==> src/rtl/usb_sync_tx.sv <==
// K/J line transmitter: SYNC, NRZI data LSB first, then EOP (SE0 SE0 J).
// Define USB_TX_STUFF_EN to insert a toggle after six consecutive ones.
module usb_sync_tx #(
    parameter int unsigned BIT_DIV = 1
) (
    input  logic       clk,
    input  logic       rst,
    input  logic       tx_start,
    input  logic [7:0] tx_data,
    input  logic       tx_valid,
    input  logic       tx_last,
    output logic       tx_ready,
    output logic       k,
    output logic       j,
    output logic       tx_en,
    output logic       busy,
    output logic       done,
    output logic       tx_err
);
    localparam int unsigned DIV_W = (BIT_DIV > 1) ? $clog2(BIT_DIV) : 1;
`ifdef USB_TX_STUFF_EN
    localparam bit STUFF_EN = 1'b1;
`else
    localparam bit STUFF_EN = 1'b0;
`endif

    typedef enum logic [1:0] {IDLE, SYNC, DATA, EOP} state_t;

    state_t             state_q, state_d;
    logic [DIV_W-1:0]   div_q, div_d;
    logic [2:0]         cnt_q, cnt_d;
    logic [2:0]         ones_q, ones_d;
    logic [7:0]         shift_q, shift_d;
    logic               last_q, last_d;
    logic               stuff_q, stuff_d;
    logic               end_q, end_d;
    logic               k_q, k_d, j_q, j_d;
    logic               tx_en_q, tx_en_d;
    logic               busy_q, busy_d;
    logic               tx_ready_q, tx_ready_d;
    logic               tx_err_q, tx_err_d;
    logic               done_q, done_d;

    logic               tick;
    logic               stuff_now;
    logic               bit_vld, bit_val, fin, go_eop;
    logic [2:0]         ones_base;

    assign tick      = (div_q == DIV_W'(BIT_DIV - 1));
    assign stuff_now = STUFF_EN && (ones_q == 3'd6);

    // Line state always reflects the symbol currently being held; each tick picks the next one
    always_comb begin
        state_d    = state_q;
        div_d      = div_q;
        cnt_d      = cnt_q;
        ones_d     = ones_q;
        shift_d    = shift_q;
        last_d     = last_q;
        stuff_d    = stuff_q;
        end_d      = end_q;
        k_d        = k_q;
        j_d        = j_q;
        tx_en_d    = tx_en_q;
        tx_ready_d = 1'b0;
        tx_err_d   = 1'b0;
        done_d     = 1'b0;
        bit_vld    = 1'b0;
        bit_val    = 1'b0;
        fin        = 1'b0;
        go_eop     = 1'b0;
        ones_base  = ones_q;

        if (state_q != IDLE) begin
            div_d = tick ? '0 : div_q + DIV_W'(1);
        end

        unique case (state_q)
            IDLE: begin
                k_d     = 1'b0;
                j_d     = 1'b1;
                tx_en_d = 1'b0;
                if (tx_start && tx_valid) begin
                    state_d    = SYNC;
                    shift_d    = tx_data;
                    last_d     = tx_last;
                    tx_ready_d = 1'b1;
                    tx_en_d    = 1'b1;
                    div_d      = '0;
                    cnt_d      = '0;
                    ones_d     = '0;
                    stuff_d    = 1'b0;
                    end_d      = 1'b0;
                    k_d        = 1'b1;
                    j_d        = 1'b0;
                end
            end
            SYNC: begin
                if (tick) begin
                    bit_vld = 1'b1;
                    if (cnt_q == 3'd7) begin
                        state_d   = DATA;
                        cnt_d     = '0;
                        bit_val   = shift_q[0];
                        ones_base = 3'd1;
                    end else begin
                        cnt_d   = cnt_q + 3'd1;
                        bit_val = (cnt_q == 3'd6);
                    end
                end
            end
            DATA: begin
                if (tick) begin
                    if (stuff_q) begin
                        stuff_d = 1'b0;
                        if (end_q) begin
                            go_eop = 1'b1;
                        end else begin
                            bit_vld = 1'b1;
                            bit_val = shift_q[0];
                        end
                    end else begin
                        if (cnt_q == 3'd7) begin
                            cnt_d = '0;
                            if (last_q) begin
                                fin = 1'b1;
                            end else if (tx_valid) begin
                                shift_d    = tx_data;
                                last_d     = tx_last;
                                tx_ready_d = 1'b1;
                            end else begin
                                tx_err_d = 1'b1;
                                fin      = 1'b1;
                            end
                        end else begin
                            cnt_d   = cnt_q + 3'd1;
                            shift_d = shift_q >> 1;
                        end
                        // A pending stuff toggle goes out before the next data bit or EOP
                        if (stuff_now) begin
                            stuff_d = 1'b1;
                            end_d   = fin;
                            bit_vld = 1'b1;
                            bit_val = 1'b0;
                        end else if (fin) begin
                            go_eop = 1'b1;
                        end else begin
                            bit_vld = 1'b1;
                            bit_val = shift_d[0];
                        end
                    end
                end
            end
            EOP: begin
                if (tick) begin
                    if (cnt_q == 3'd2) begin
                        state_d = IDLE;
                        tx_en_d = 1'b0;
                        done_d  = 1'b1;
                        k_d     = 1'b0;
                        j_d     = 1'b1;
                    end else begin
                        cnt_d = cnt_q + 3'd1;
                        if (cnt_q == 3'd1) begin
                            k_d = 1'b0;
                            j_d = 1'b1;
                        end
                    end
                end
            end
        endcase

        // NRZI: a zero toggles the line, a one holds it
        if (bit_vld) begin
            if (!bit_val) begin
                k_d = ~k_q;
                j_d = ~j_q;
            end
            ones_d = bit_val ? ((ones_base == 3'd7) ? 3'd7 : ones_base + 3'd1) : 3'd0;
        end
        if (go_eop) begin
            state_d = EOP;
            cnt_d   = '0;
            k_d     = 1'b0;
            j_d     = 1'b0;
        end
        busy_d = (state_d != IDLE);
    end

    always_ff @(posedge clk) begin
        if (rst) begin
            state_q    <= IDLE;
            div_q      <= '0;
            cnt_q      <= '0;
            ones_q     <= '0;
            shift_q    <= '0;
            last_q     <= 1'b0;
            stuff_q    <= 1'b0;
            end_q      <= 1'b0;
            k_q        <= 1'b0;
            j_q        <= 1'b1;
            tx_en_q    <= 1'b0;
            busy_q     <= 1'b0;
            tx_ready_q <= 1'b0;
            tx_err_q   <= 1'b0;
            done_q     <= 1'b0;
        end else begin
            state_q    <= state_d;
            div_q      <= div_d;
            cnt_q      <= cnt_d;
            ones_q     <= ones_d;
            shift_q    <= shift_d;
            last_q     <= last_d;
            stuff_q    <= stuff_d;
            end_q      <= end_d;
            k_q        <= k_d;
            j_q        <= j_d;
            tx_en_q    <= tx_en_d;
            busy_q     <= busy_d;
            tx_ready_q <= tx_ready_d;
            tx_err_q   <= tx_err_d;
            done_q     <= done_d;
        end
    end

    assign tx_ready = tx_ready_q;
    assign k        = k_q;
    assign j        = j_q;
    assign tx_en    = tx_en_q;
    assign busy     = busy_q;
    assign done     = done_q;
    assign tx_err   = tx_err_q;
endmodule

==> config.mk <==
export PLATFORM = sky130hd
export DESIGN_NAME = usb_sync_tx
export DESIGN_NICKNAME = d
export VERILOG_FILES = /design/src/rtl/usb_sync_tx.sv
export SDC_FILE = /design/constraint.sdc
export NUM_CORES = 1
export LEC_CHECK = 0
export BUFFER_PORTS_ARGS = -buffer_cell sky130_fd_sc_hd__buf_2
export CORE_AREA = 2 2 70 72
export DETAILED_ROUTE_END_ITERATION = 12
export DIE_AREA = 0 0 72 74
export PLACE_DENSITY = 0.54
export SKIP_CTS_REPAIR_TIMING = 1
export SYNTH_ARGS = -nofsm -noshare
export SYNTH_HDL_FRONTEND = slang
export SYNTH_SLANG_ARGS = --single-unit
==> constraint.sdc <==
create_clock -name clk -period 2.83 [get_ports clk]
set_input_delay 0.1415 -clock clk [delete_from_list [all_inputs] [get_ports clk]]
set_output_delay 0.1415 -clock clk [all_outputs]
set_load 0.005 [all_outputs]
==> results of run 1 <==
==> area by class of cell <==
type	instances	area [um2]	share of cell area, %
flip-flops and latches	22	440	30.3
multi-input cells	118	781	53.7
inverters	6	22.5	1.55
clock buffers	3	41.3	2.84
repair buffers	20	103	7.05
well taps	54	67.6	4.64
==> registers in the layout, indices dropped and copies added (netlist names) <==
signal	flops
shift_q	8
done	1
j	1
last_q	1
tx_en	1
tx_err	1
busy	1
state_q	2
cnt_q	3
k	1
tx_ready	1
div_q	1
==> routing by layer <==
layer  vias up  share of wire, %  track usage [%]
li1        577                 -                -
met1       505                48             15.4
met3         9               3.8             2.03
met5         -                 0                0
met2        23                46             18.1
met4         0               2.3             4.82
==> synth_stat cells, types with 4 or more instances <==
cell type / instances
a211oi_1: 7
a21oi_1: 12
clkbuf_1: 4
dfxtp_1: 22
ha_1: 11
inv_1: 6
mux2i_1: 8
nand2_1: 17
nand2b_1: 5
nor2_1: 15
o21ai_0: 8
==> worst max-delay path by stage <==
| stage | slack [ns] | endpoint | cells after the start | startpoint |
|---|---|---|---|---|
| global route | 0.50 | shift_q[4]$_SDFFE_PP0P_ | 7 | state_q[1]$_SDFF_PP0_ |
| finish | 0.66 | shift_q[4]$_SDFFE_PP0P_ | 7 | state_q[1]$_SDFF_PP0_ |
| global placement | 0.71 | j$_SDFF_PP1_ | 8 | cnt_q[0]$_SDFFE_PP0P_ |
| detailed placement | 0.69 | j$_SDFF_PP1_ | 8 | state_q[0]$_SDFF_PP0_ |
| floorplan | 0.81 | j$_SDFF_PP1_ | 8 | cnt_q[0]$_SDFFE_PP0P_ |
| CTS | 0.67 | j$_SDFF_PP1_ | 8 | state_q[0]$_SDFF_PP0_ |
==> critical path, cell delays in order, from the launching register on <==
cell      delay, ns
dfxtp_1        0.44
inv_1          0.11
ha_1           0.27
a21bo_2        0.30
o211a_1        0.23
o21a_1         0.41
nor2_1         0.08
a211oi_1       0.23
==> through the flow <==
step           hold WS, ns  instance area (um2)  worst slack, ns
2_1_floorplan        0.289                 1280            0.811
3_3_place_gp         0.410                 1410            0.710
3_5_place_dp         0.410                 1410            0.688
4_1_cts              0.130                 1460            0.672
5_1_grt              0.149                 1460            0.503
6_report             0.132                 1460            0.661
==> power by group <==
part / total, mW / switching (mW) / internal, mW
combinational: 0.103 / 0.0566 / 0.0465
sequential: 0.342 / 0.0119 / 0.330
clock: 0.195 / 0.100 / 0.0950
==> cell families after synthesis <==
kind of cell	Yosys count	synth area share, %
AO/OA/AOI/OAI	40	20.3
AND/OR/NAND/NOR	59	23.6
multiplexers	8	6.23
adder cells (fa/ha/maj)	11	10.7
buffers and inverters	14	4.97
flip-flops	22	34.3
==> results.ini, run 1 <==
[sta]
tns_ns=0
relative_slew_slack_pct=65.4
layout_worst_path_cycle_share_pct=76.6
maximum_clock_rate_mhz=461
final_period_minus_worst_setup_slack_ns=2.17
finalHoldViolCount=0
rsz0062_at_grt=false
finalSetupViolations=0
max_slew.worst_pin.slew_ns=0.513
worst_clock_skew_ns=0.00135
finalMaxSlewViolations=0

[final_layout]
fin_nets=195
layout.core_utilization_pct=31.6
layout_common_cells=22 x dfxtp_1, 19 x buf_2, 17 x nand2_1
mostFrequentLayoutCell=dfxtp_1
area_growth_syn_to_layout_pct=13.2
fillerInstances=491
final_cell_count_no_fill=223
antenna_cells=0
final_layout_size_suffix_gt1_share_pct=17.2

[setup_path]
end_kind=register
worstPathArrival_ns=2.34
cp.required_ns=3.00
critical_path_peak_fanout=14
crit_path_start_kind=register
worst_r2r_endpoint=shift_q[4]$_SDFFE_PP0P_
worstReg2RegStart=state_q[1]$_SDFF_PP0_
worst-r2r-cell-count=7
critPathKind=register to register
ff2ff_setup_slack_ns=0.66

[synthesis]
ys_flop_type=dfxtp_1
synth_warnings=0
synth.avg_cell_area_um2=8.34
synth_area_mm2=0.00128
synth.area.top_cells=dfxtp_1 34%, ha_1 11%, mux2i_1 6.2%
yosys_register_bits=22
ys_types=36
yosysTopAreaCellShare_pct=34.3
synthCells=154
yosysSeqAreaShare_pct=34.3
synth_largest_area_cell=dfxtp_1
share_of_synthesized_flip_flops_with_an_asynchronous_set_or_reset_pct=0
postSynthNetCount=178
synth-edff-count=0

[floorplanning]
core_mm2=0.00460
chipWidth_um=72
die_height_um=74
initial_core_util_pct=27.9
die_outline_area_mm2=0.00533
core.rowCount=25
num_ports=20

[place]
total_of_buffers_placed_on_input_and_output_ports=19
place_inst=220
routabilityCongestion=0.769
hpwl_um=2100

[hold_path]
hold_path_end=shift_q[7]$_SDFFE_PP0P_
hold_path.startpoint=tx_data[7]
hold_path.class=input port to register
hold_path_depth=3

[cts]
cts_max_level=1
path_clk_slew_ns=0.08
cts-root-buf=clkbuf_8
tritoncts=built
number_of_clock_buffers_inserted_by_tritoncts=3
clock-sinks=22
ctsLongestPathBuffers=2
clk-insertion-delay-late_ns=0.26

[route]
post_drt_wl_per_cell_um=12.6
drt_iter0_markers=24
drt_pass1_iterations=4
route.detailed.vias_per_inst=5.00
detail_route.drc_violations=0
drt-total-wl_um=2810
antenna_left=0
total_number_of_vias=1114

[global_routing]
grtUsageTotal_pct=11.4
grt_pass1_wl_um=4810
gr-total-overflow=0
grt_max_degree=20
grt_pass1_vias=1062
grt_antenna_before_repair=0

[power_and_ir_drop]
post_layout_power_mw=0.640
vdd_drop_max_mv=0.172
cellLeakagePower_nw=0.618
powerDensity_mw_per_mm2=440

[status]
outcome=finished, final reports clean

[job]
maxCapViolations=0

No activity file was read; power rests on OpenSTA's default activity.
==> inputs of run 2 (changes only) <==
--- a/config.mk
+++ b/config.mk
@@ -5,11 +5,12 @@
 export SDC_FILE = /design/constraint.sdc
 export NUM_CORES = 1
 export LEC_CHECK = 0
+export ABC_AREA = 1
 export BUFFER_PORTS_ARGS = -buffer_cell sky130_fd_sc_hd__buf_2
-export CORE_AREA = 2 2 70 72
+export CORE_AREA = 2 2 71 73
 export DETAILED_ROUTE_END_ITERATION = 12
-export DIE_AREA = 0 0 72 74
-export PLACE_DENSITY = 0.54
+export DIE_AREA = 0 0 73 75
+export PLACE_DENSITY = 0.56
 export SKIP_CTS_REPAIR_TIMING = 1
 export SYNTH_ARGS = -nofsm -noshare
 export SYNTH_HDL_FRONTEND = slang
==> constraint.sdc (replaced) <==
create_clock -name clk -period 1.8 [get_ports clk]
set_input_delay 0.09 -clock clk [delete_from_list [all_inputs] [get_ports clk]]
set_output_delay 0.09 -clock clk [all_outputs]
set_load 0.005 [all_outputs]
==> run 2 against run 1 <==
  * Clock skew grew 0.0014 ns
  * Register-to-register slack lost 0.50 ns
  * Highest routed layer unchanged
  * Critical path depth increased by 4
  * Largest power group unchanged
==> results.ini, run 2 <==
[synthesis]
synth.avg_cell_area_um2=6.79  ; -19%
yosysSeqAreaShare_pct=33.3  ; -1.0 points
postSynthNetCount=219  ; +23%
synth-edff-count=0  ; unchanged
ys_top_cells_by_count=43 x nand2_1, 27 x inv_1, 27 x nor2_1
share_of_synthesized_flip_flops_with_an_asynchronous_set_or_reset_pct=0  ; unchanged
synth_warnings=0  ; unchanged
ys_types=21  ; -42%
synthCells=195  ; +27%
synth_area_mm2=0.00132  ; +3.0%
synth_largest_area_cell=dfxtp_1
synth.area.top_cells=dfxtp_1 33%, nand2_1 12%, ha_1 10%
synth.most_common_cell=nand2_1
yosys_register_bits=22  ; unchanged
yosysTopAreaCellShare_pct=33.3  ; -1.0 points
ys_flop_type=dfxtp_1

[global_routing]
gr-total-overflow=0  ; unchanged
grt_pass1_vias=1129  ; +6.3%
grtUsageTotal_pct=12.1  ; +0.68 points
grt_max_degree=15  ; -25%
grt_pass1_wl_um=5100  ; +6.0%
grt_antenna_before_repair=0  ; unchanged

[floorplanning]
chipWidth_um=73  ; +1.4%
core_mm2=0.00466  ; +1.4%
core.rowCount=25  ; unchanged
initial_core_util_pct=28.4  ; +0.46 points
die_height_um=75  ; +1.4%
die_outline_area_mm2=0.00548  ; +2.8%
num_ports=20  ; unchanged

[setup_path]
worst-r2r-cell-count=11  ; +4
slowest_delay_ns=0.39  ; -0.05 ns
crit_path_frequent_cell=nand2_1
ff2ff_setup_slack_ns=0.16  ; -0.50 ns
timing.critical_path.cells=inv_2 > ha_1 > nand2_2 > nand2_1 > inv_2 > o21ai_2 > a21oi_4 > buf_12 > nand2_1 > nand2_1 > nor2_1
critical_path_peak_fanout=14  ; unchanged
crit_slowest_cell=dfxtp_1
worstPathArrival_ns=1.81  ; -0.53 ns
cp.required_ns=1.97  ; -1.03 ns
crit_family=flip-flops
end_kind=register
crit_path_start_kind=register
worstSetupPathDepth=11  ; +4
critPathKind=register to register
timing.critical_path.buf_inv=3  ; +2

[place]
routabilityCongestion=0.832  ; +8.1%
place_inst=272  ; +24%
dpl_cell_area_mm2=0.00152  ; +7.4%
hpwl_um=2420  ; +15%
pre_cts_ws_ns=0.00805  ; -0.680 ns
total_of_buffers_placed_on_input_and_output_ports=19  ; unchanged

[sta]
maximum_clock_rate_mhz=609  ; +32%
final_period_minus_worst_setup_slack_ns=1.64  ; -0.527 ns
final_hold_slack_ns=0.0571  ; -0.0751 ns
setup_ws_final_ns=0.158  ; -0.503 ns
rsz0062_at_grt=false
relative_slew_slack_pct=74.2  ; +8.8 points
max_slew.worst_pin.slew_ns=0.385  ; -0.129 ns
finalMaxSlewViolations=0  ; unchanged
layout_worst_path_cycle_share_pct=91.2  ; +15 points
finalSetupViolations=0  ; unchanged
worst_clock_skew_ns=0.00278  ; +0.00143 ns
finalHoldViolCount=0  ; unchanged
tns_ns=0  ; unchanged

[job]
maxCapViolations=0  ; unchanged

[route]
detail_route.drc_violations=0  ; unchanged
route.detailed.vias_per_inst=4.50  ; -10%
drt_pass1_iterations=4  ; unchanged
drt_iter0_markers=56  ; +130%
antenna_left=0  ; unchanged
post_drt_wl_per_cell_um=11.2  ; -11%
total_number_of_vias=1246  ; +12%
drt-total-wl_um=3100  ; +11%

[final_layout]
post-route-cell-area_mm2=0.00161  ; +11%
mostFrequentLayoutCell=nand2_1
area_growth_syn_to_layout_pct=21.8
layout.core_utilization_pct=34.6  ; +3.0 points
layout_common_cells=42 x nand2_1, 25 x inv_1, 25 x nor2_1
registers.top_by_ff_count=shift_q
fin_nets=248  ; +27%
final_layout_size_suffix_gt1_share_pct=21.1  ; +3.9 points
final_cell_count_no_fill=277  ; +24%
largest_register_ffs=8  ; unchanged
reg_top3=shift_q (8), cnt_q (3), state_q (2)
antenna_cells=0  ; unchanged

[power_and_ir_drop]
cellLeakagePower_nw=0.793  ; +28%
vdd_drop_max_mv=0.379  ; +120%
powerDensity_mw_per_mm2=699  ; +59%
post_layout_power_mw=1.13  ; +76%

[cts]
cts_max_level=1  ; unchanged
cts-root-buf=clkbuf_8
clock-sinks=22  ; unchanged
number_of_clock_buffers_inserted_by_tritoncts=3  ; unchanged
path_clk_slew_ns=0.08  ; about the same
ctsLongestPathBuffers=2  ; unchanged
tritoncts=built
clk-insertion-delay-late_ns=0.27  ; about the same

[hold_path]
hold_path_depth=2  ; -1
hold_path.class=input port to register

[status]
outcome=finished, final reports clean

[run 2: cell types whose count changed after synthesis, sizes merged, moves of 6 or more]
cell,before,now
a211oi,7,0
inv,6,31
nand2,17,43
nand3,3,11
nor2,15,27
o21ai,8,14
[run 2: kinds of logic (layout without fill, tap and decap cells)]
logic type,Yosys count,after routing,share of synthesized area [%]
adder cells (fa/ha/maj),11,11,10.4
multiplexers,6,6,4.54
buffers and inverters,34,62,10.3
AO/OA/AOI/OAI,31,31,13.2
AND/OR/NAND/NOR,91,91,28.3
flip-flops,22,22,33.3
[run 2: area by class of cell]
cell class / count / area [um2]
clock buffer: 4 / 55.1
fill: 512 / 3050
inverter: 31 / 116
multi-input combinational: 139 / 764
sequential: 22 / 442
tap: 54 / 67.6
timing repair buffer: 27 / 168
[run 2: worst register-to-register path, stage by stage, from the launching register on]
cell and delay, ns:
dfxtp_1 0.39, inv_2 0.08, ha_1 0.27, nand2_2 0.14
nand2_1 0.07, inv_2 0.07, o21ai_2 0.08, a21oi_4 0.15
buf_12 0.14, nand2_1 0.06, nand2_1 0.06, nor2_1 0.04
[run 2: worst paths after layout]
kind	start	to
setup / recovery	state_q[0]$_SDFF_PP0_	shift_q[7]$_SDFFE_PP0P_
hold / removal	rst	last_q$_SDFFE_PP0P_
setup reg to reg	state_q[0]$_SDFF_PP0_	shift_q[7]$_SDFFE_PP0P_
hold reg to reg	tx_en$_SDFFE_PP0P_	tx_en$_SDFFE_PP0P_
[run 2: power breakdown]
part	total [mW]	internal [mW]	switching [mW]
logic	0.215	0.0918	0.124
registers	0.544	0.523	0.0208
clock network	0.368	0.195	0.173
total	1.13	0.810	0.317
[run 2: layer usage]
metal  wire [um]  global-route usage, %  share of wire, %  up-vias
met1        1600                   16.7                51      542
met2        1340                   18.4                43       24
met5           0                      0                 0        -
met4          66                   6.17               2.1        0
met3         103                   1.74               3.3        5
li1            -                      -                 -      675
